<file path="config.mk">
export PLATFORM = sky130hd
export DESIGN_NAME = pps_trig_monitor
export DESIGN_NICKNAME = d
export VERILOG_FILES = /design/src/rtl/pps_pkg.sv /design/src/rtl/edge_sync.sv /design/src/rtl/pps_trig_monitor.sv
export SDC_FILE = /design/constraint.sdc
export NUM_CORES = 1
export LEC_CHECK = 0
export BUFFER_PORTS_ARGS = -buffer_cell sky130_fd_sc_hd__buf_2
export CAP_MARGIN = 20
export CORE_UTILIZATION = 65
export CTS_BUF_LIST = sky130_fd_sc_hd__clkbuf_16
export DETAILED_ROUTE_END_ITERATION = 10
export GPL_TIMING_DRIVEN = 0
export HOLD_SLACK_MARGIN = 0.15
export PLACE_DENSITY_LB_ADDON = 0.25
export SLEW_MARGIN = 20
export SYNTH_ARGS = -nofsm -noshare
export SYNTH_HDL_FRONTEND = slang
export SYNTH_SLANG_ARGS = --single-unit
</file>
<file path="constraint.sdc">
create_clock -name i_clk -period 9.9 [get_ports i_clk]
set_clock_uncertainty 0.15 [all_clocks]
set_input_delay 0.495 -clock i_clk [delete_from_list [all_inputs] [get_ports i_clk]]
set_output_delay 0.495 -clock i_clk [all_outputs]
set_load 0.05 [all_outputs]
</file>
<file path="src/rtl/pps_pkg.sv">
// ---------------------------------------------------------------------------
// pps_pkg
//   Definitions shared by the PPS trigger monitor and the PPS pulse generator.
//   Contents:
//     state_t          - monitor FSM state encoding (also exported on o_cstate)
//     DEF_PULSE_NUM    - default number of trigger pulses per PPS window
//     DEF_HALF_PERIOD  - default high/low width of one trigger pulse, in clocks
//     sat_inc()        - 32-bit increment that sticks at all-ones
//     width_ok()       - tolerance test of a measured width
// ---------------------------------------------------------------------------
package pps_pkg;

    typedef enum logic [3:0] {
        WAIT_PPS  = 4'd0,
        ARMED     = 4'd1,
        MEAS_HIGH = 4'd2,
        MEAS_LOW  = 4'd3
    } state_t;

    localparam int unsigned DEF_PULSE_NUM   = 100;
    localparam int unsigned DEF_HALF_PERIOD = 500000;

    localparam logic [31:0] CNT_MAX = 32'hFFFF_FFFF;

    // Counters stop at all-ones rather than wrapping back to a small value.
    function automatic logic [31:0] sat_inc(input logic [31:0] value);
        return (value == CNT_MAX) ? value : value + 32'd1;
    endfunction

    // Bounds are carried in 33 bits so half+tol cannot overflow, and the
    // lower bound clamps to 0 when tol exceeds half.
    function automatic logic width_ok(input logic [31:0]  width,
                                      input int unsigned  half,
                                      input int unsigned  tol);
        logic [32:0] lo_bound;
        logic [32:0] hi_bound;
        lo_bound = (half > tol) ? 33'(half - tol) : 33'd0;
        hi_bound = 33'(half) + 33'(tol);
        return ({1'b0, width} >= lo_bound) && ({1'b0, width} <= hi_bound);
    endfunction

endpackage

</file>
<file path="src/rtl/edge_sync.sv">
// ---------------------------------------------------------------------------
// edge_sync
//   Brings one asynchronous input into the i_clk domain through a 2-FF
//   synchronizer, then compares against one more register to find edges.
//   rise/fall are combinational from registers, so the consuming logic acts
//   on the 3rd rising clock edge after the input transition.
//   Ports:
//     i_clk    - system clock
//     i_rst_n  - asynchronous active-low reset
//     async_in - asynchronous input
//     rise     - one-clock pulse, synchronized input went 0 -> 1
//     fall     - one-clock pulse, synchronized input went 1 -> 0
// ---------------------------------------------------------------------------
module edge_sync #(
    parameter int unsigned STAGES = 2
) (
    input  logic i_clk,
    input  logic i_rst_n,
    input  logic async_in,
    output logic rise,
    output logic fall
);

    logic [STAGES-1:0] sync_reg;
    logic              edge_reg;

    always_ff @(posedge i_clk or negedge i_rst_n) begin
        if (!i_rst_n) begin
            sync_reg <= '0;
            edge_reg <= 1'b0;
        end else begin
            sync_reg <= {sync_reg[STAGES-2:0], async_in};
            edge_reg <= sync_reg[STAGES-1];
        end
    end

    assign rise =  sync_reg[STAGES-1] & ~edge_reg;
    assign fall = ~sync_reg[STAGES-1] &  edge_reg;

endmodule

</file>
<file path="src/rtl/pps_trig_monitor.sv">
// ---------------------------------------------------------------------------
// pps_trig_monitor
//   Checks a trigger pulse train against the PPS: each PPS rising edge
//   closes the current window and opens the next. Within a window the block
//   counts trigger rising edges and measures every complete high and low
//   width. At each window close a one-clock o_valid strobe presents the
//   count, the last high/low widths and the count/width error flags.
//   If no PPS edge arrives for PPS_TIMEOUT clocks, o_pps_lost is raised and
//   the FSM parks in WAIT_PPS until the next PPS edge.
//   Ports:
//     i_clk, i_rst_n  - clock, asynchronous active-low reset
//     SYNC            - asynchronous PPS input
//     i_trig          - asynchronous trigger pulse train
//     o_valid         - one-clock strobe: report outputs refreshed
//     o_pulse_count   - trigger rising edges in the last closed window
//     o_high_cnt      - last complete high width in the last closed window
//     o_low_cnt       - last complete low width in the last closed window
//     o_count_err     - o_pulse_count differed from PULSE_NUM
//     o_width_err     - some width in the last window was out of tolerance
//     o_pps_lost      - level, PPS timeout has occurred
//     o_cstate        - current FSM state
// ---------------------------------------------------------------------------
module pps_trig_monitor
    import pps_pkg::*;
#(
    parameter int unsigned PULSE_NUM   = DEF_PULSE_NUM,
    parameter int unsigned HALF_PERIOD = DEF_HALF_PERIOD,
    parameter int unsigned TOL         = 1000,
    parameter int unsigned PPS_TIMEOUT = 150000000
) (
    input  logic        i_clk,
    input  logic        i_rst_n,
    input  logic        SYNC,
    input  logic        i_trig,
    output logic        o_valid,
    output logic [31:0] o_pulse_count,
    output logic [31:0] o_high_cnt,
    output logic [31:0] o_low_cnt,
    output logic        o_count_err,
    output logic        o_width_err,
    output logic        o_pps_lost,
    output logic [3:0]  o_cstate
);

    localparam int          N_IN         = 2;
    localparam int          IDX_PPS      = 0;
    localparam int          IDX_TRIG     = 1;
    localparam logic [31:0] TIMEOUT_LAST = 32'(PPS_TIMEOUT - 1);
    localparam logic [31:0] TIMEOUT_MAX  = 32'(PPS_TIMEOUT);
    localparam logic [31:0] PULSE_EXP    = 32'(PULSE_NUM);

    // ---------------- input synchronizers ----------------
    logic [N_IN-1:0] async_in;
    logic [N_IN-1:0] in_rise;
    logic [N_IN-1:0] in_fall;

    assign async_in = {i_trig, SYNC};

    genvar gi;
    generate
        for (gi = 0; gi < N_IN; gi++) begin : g_sync
            edge_sync u_edge_sync (
                .i_clk    (i_clk),
                .i_rst_n  (i_rst_n),
                .async_in (async_in[gi]),
                .rise     (in_rise[gi]),
                .fall     (in_fall[gi])
            );
        end
    endgenerate

    logic pps_rise;
    logic trig_rise;
    logic trig_fall;
    logic pps_fall_unused;

    assign pps_rise        = in_rise[IDX_PPS];
    assign pps_fall_unused = in_fall[IDX_PPS];
    assign trig_rise       = in_rise[IDX_TRIG];
    assign trig_fall       = in_fall[IDX_TRIG];

    // ---------------- window state ----------------
    state_t      state_reg;
    logic [31:0] width_cnt_reg;
    logic [31:0] pulse_cnt_reg;
    logic [31:0] high_last_reg;
    logic [31:0] low_last_reg;
    logic        width_err_reg;
    logic [31:0] timeout_reg;

    // The counter is cleared on the clock that sees the edge, so the width
    // being closed on this clock is one more than the stored value.
    logic [31:0] width_next;
    logic        width_in_tol;

    assign width_next   = sat_inc(width_cnt_reg);
    assign width_in_tol = width_ok(width_next, HALF_PERIOD, TOL);

    always_ff @(posedge i_clk or negedge i_rst_n) begin
        if (!i_rst_n) begin
            state_reg     <= WAIT_PPS;
            width_cnt_reg <= '0;
            pulse_cnt_reg <= '0;
            high_last_reg <= '0;
            low_last_reg  <= '0;
            width_err_reg <= 1'b0;
            timeout_reg   <= '0;
            o_valid       <= 1'b0;
            o_pulse_count <= '0;
            o_high_cnt    <= '0;
            o_low_cnt     <= '0;
            o_count_err   <= 1'b0;
            o_width_err   <= 1'b0;
            o_pps_lost    <= 1'b0;
        end else begin
            o_valid <= 1'b0;

            if (pps_rise) begin
                timeout_reg <= '0;
            end else if (timeout_reg != TIMEOUT_MAX) begin
                timeout_reg <= timeout_reg + 32'd1;
            end

            if (pps_rise) begin
                o_pps_lost <= 1'b0;
                // Only a window that was actually open produces a report.
                if (state_reg != WAIT_PPS) begin
                    o_valid       <= 1'b1;
                    o_pulse_count <= pulse_cnt_reg;
                    o_high_cnt    <= high_last_reg;
                    o_low_cnt     <= low_last_reg;
                    o_count_err   <= (pulse_cnt_reg != PULSE_EXP);
                    o_width_err   <= width_err_reg;
                end
                // Restart accumulation; a pulse in progress is abandoned.
                width_cnt_reg <= '0;
                high_last_reg <= '0;
                low_last_reg  <= '0;
                width_err_reg <= 1'b0;
                // A trigger rise on the same clock belongs to the new window.
                if (trig_rise) begin
                    pulse_cnt_reg <= 32'd1;
                    state_reg     <= MEAS_HIGH;
                end else begin
                    pulse_cnt_reg <= '0;
                    state_reg     <= ARMED;
                end
            end else if (timeout_reg == TIMEOUT_LAST) begin
                // Fires once: the counter then parks at TIMEOUT_MAX.
                o_pps_lost <= 1'b1;
                state_reg  <= WAIT_PPS;
            end else begin
                case (state_reg)
                    ARMED: begin
                        if (trig_rise) begin
                            pulse_cnt_reg <= sat_inc(pulse_cnt_reg);
                            width_cnt_reg <= '0;
                            state_reg     <= MEAS_HIGH;
                        end
                    end
                    MEAS_HIGH: begin
                        if (trig_fall) begin
                            high_last_reg <= width_next;
                            if (!width_in_tol) width_err_reg <= 1'b1;
                            width_cnt_reg <= '0;
                            state_reg     <= MEAS_LOW;
                        end else begin
                            width_cnt_reg <= width_next;
                        end
                    end
                    MEAS_LOW: begin
                        if (trig_rise) begin
                            low_last_reg  <= width_next;
                            if (!width_in_tol) width_err_reg <= 1'b1;
                            pulse_cnt_reg <= sat_inc(pulse_cnt_reg);
                            width_cnt_reg <= '0;
                            state_reg     <= MEAS_HIGH;
                        end else begin
                            width_cnt_reg <= width_next;
                        end
                    end
                    default: begin
                        // WAIT_PPS: idle until a PPS edge
                    end
                endcase
            end
        end
    end

    assign o_cstate = state_reg;

endmodule

</file>
==> impl_metrics.env <==
export IMPL_status="completed"
export IMPL_vias_per_cell=6.10
export IMPL_cp_arrival_ns=4.27
export IMPL_regToRegStartpoint="width_cnt_reg[24]"
export IMPL_clk_latency_ns=0.55
export IMPL_cts_tree="built"
export IMPL_yosysTopAreaCellShare_pct=53.5
export IMPL_place_ws_ns=6.02
export IMPL_post_dp_hpwl_um=22300
export IMPL_layout_min_cycle_time_ns=4.01
export IMPL_worst_pin_slew_ns=0.989
export IMPL_drtIter0Drc=890
export IMPL_rr_worst_depth=9
export IMPL_worst_hold_startpoint="g_sync[0].u_edge_sync.sync_reg[0]"
export IMPL_io_pin_count=108
export IMPL_antenna_cells=0
export IMPL_synth_mux_area_share_pct=9.02
export IMPL_power_mw=2.41
export IMPL_grt_usage_pct=33.4
export IMPL_hold_end="g_sync[0].u_edge_sync.sync_reg[1]"
export IMPL_power_leakage_nw=6.88
export IMPL_grt_overflow=0
export IMPL_holdBufCountCts=3
export IMPL_r2r_end="width_err_reg"
export IMPL_synth_top_family_by_area="simple AND/OR/NAND/NOR gates"
export IMPL_postRouteWirelength_um=32200
export IMPL_synth_compound_area_share_pct=8.10
export IMPL_period_share_pct=40.5
export IMPL_numCtsBuffers=27
export IMPL_slew_headroom_pct=33.8
export IMPL_cts_root_buf="clkbuf_16"
export IMPL_cp_end_kind="flip-flop"
export IMPL_setup_tns_final_ns=0
export IMPL_cts_setup_buffers=0
export IMPL_rsz0062_at_grt="no"
export IMPL_maxCapViolCount=0
export IMPL_synth_xor_area_share_pct=5.57
export IMPL_rows=50
export IMPL_drtPass1Iterations=5
export IMPL_ant_nets=0
export IMPL_yosys_top_cells_area="dfrtp_1 53%, mux2_2 8.9%, nand2_1 6.8%, nor2_1 3.4%, xnor2_1 2.9%"
export IMPL_syn_area_per_cell_um2=10.0
export IMPL_synthTopCellsByCount="269 x dfrtp_1, 228 x nand2_1, 115 x nor2_1, 99 x mux2_2, 58 x clkbuf_1"
export IMPL_synth_top_area_cell="dfrtp_1"
export IMPL_syn_area_mm2=0.0126
export IMPL_clock_path_buffers=3
export IMPL_die_x_um=141
export IMPL_start_kind="flip-flop"
export IMPL_grt_pass1_vias=9788
export IMPL_yosysMostFrequentCell="dfrtp_1"
export IMPL_post_cts_resized=0
export IMPL_drc=0
export IMPL_powerDensity_mw_per_mm2=167
export IMPL_layout_nets=1405
export IMPL_min_path_cells=0
export IMPL_grt_pass1_wl_um=51900
export IMPL_initial_core_util_pct=66.8
export IMPL_chipHeight_um=141
export IMPL_vias=10200
export IMPL_antenna_found_initial=0
export IMPL_cts_htree_levels=1
export IMPL_synth_cell_types=60
export IMPL_gp_congestion=0.917
export IMPL_layout_drive_gt1_share_pct=19.4
export IMPL_hold_path_class="flip-flop to flip-flop"
export IMPL_routedWlPerCell_um=19.2
export IMPL_maxSlewViolCount=0
export IMPL_io_buffers=105
export IMPL_synth_simple_gate_area_share_pct=20.2
export IMPL_cp_required_ns=10.17
export IMPL_synth_cells=1256
export IMPL_yosysWarnings=0
export IMPL_criticalPathCategory="flip-flop to flip-flop"
export IMPL_hold_violations=0
export IMPL_core_mm2=0.0188
export IMPL_cp_max_fo=9
export IMPL_clock_fmax_mhz=250
export IMPL_yosysSeqAreaShare_pct=53.5
export IMPL_setup_viol=0
export IMPL_synth_flop_cell="dfrtp_1"
export IMPL_synthAdderAreaFrac_pct=0.497
export IMPL_synth_edf_count=0
export IMPL_ys_ff_latch=269
export IMPL_synthArstFlopShare_pct=100
export IMPL_die_area_mm2=0.0199
export IMPL_grt_max_degree=102
export IMPL_rrSetupSlack_ns=5.89
export IMPL_area_growth_pct=14.2
export IMPL_fin_ws_ns=5.89
export IMPL_cts_num_sinks=269
export IMPL_ir_worst_vdd_uv=173
export IMPL_path_clk_slew_ns=0.07
==> critical path: stages (launching register included) <==
cell and delay [ns]:
dfrtp_1 0.32, buf_2 0.18, nand4_1 0.29, nor4_1 0.88, a31oi_4 0.27, xnor2_1 0.37, or4_1 0.62, or4_1 0.51
o21ai_1 0.15, a31oi_1 0.12
==> layout make-up <==
cell class / count / area (um^2)
Sequential cell: 269 / 6730
Multi-Input combinational cell: 897 / 5480
Fill cell: 1258 / 4460
Clock buffer: 27 / 676
Timing Repair Buffer: 110 / 621
Buffer: 78 / 338
Tap cell: 260 / 325
Clock inverter: 23 / 158
Inverter: 13 / 48.8
==> cell families after synthesis <==
group | Yosys count
and+or+nand+nor | 545
xor gates and xnor gates | 80
AOI/OAI and AO/OA | 164
adders and majority gates | 5
buffers and inverters | 91
other | 1
muxes | 101
DFF | 269
==> metrics by stage <==
step / utilization, % / cells / area [um^2] / hold slack (ns)
CTS: 76.3 / 1677 / 14400 / 0.200
detailed placement: 71.7 / 1624 / 13500 / 0.186
global placement: 71.4 / 1622 / 13400 / 0.182
finish: 76.3 / 1677 / 14400 / 0.197
floorplan: - / 1257 / 12600 / 0.0494
global route: 76.3 / 1677 / 14400 / 0.204
==> power by group <==
group          total (mW)  switching, mW  internal (mW)
Combinational       0.271          0.197         0.0741
Clock               0.969          0.441          0.527
Sequential           1.17         0.0319           1.13
==> routing by layer <==
metal	track usage, %	vias to the layer above	wire length, um
li1	-	4641	-
met1	47.7	5045	13700
met2	52.3	477	15000
met3	5.98	71	2600
met4	10.1	0	890
met5	0	-	0
==> cells in the final DEF, fill, tap and decap left out, types with 15 or more instances in the layout <==
master	n
xor2_1	39
nand4_1	32
nor3_1	28
dfrtp_1	269
inv_1	16
nand3_1	46
mux2_2	99
buf_2	116
o21ai_0	52
xnor2_1	41
clkbuf_1	58
o31ai_1	28
clkbuf_16	27
or3_1	15
nand2_1	228
nor2_1	115
a21oi_1	38
==> how the worst max path moves through the flow <==
stage / startpoint / endpoint / cells past startpoint
after CTS: width_cnt_reg[24] / width_err_reg / 9
final: width_cnt_reg[24] / width_err_reg / 9
after global placement: i_rst_n / o_low_cnt[2] / 1
after global routing: width_cnt_reg[24] / width_err_reg / 9
after floorplan: width_cnt_reg[24] / width_err_reg / 9
after detailed placement: width_cnt_reg[24] / width_err_reg / 9
Power figures use the tool's default switching activity.
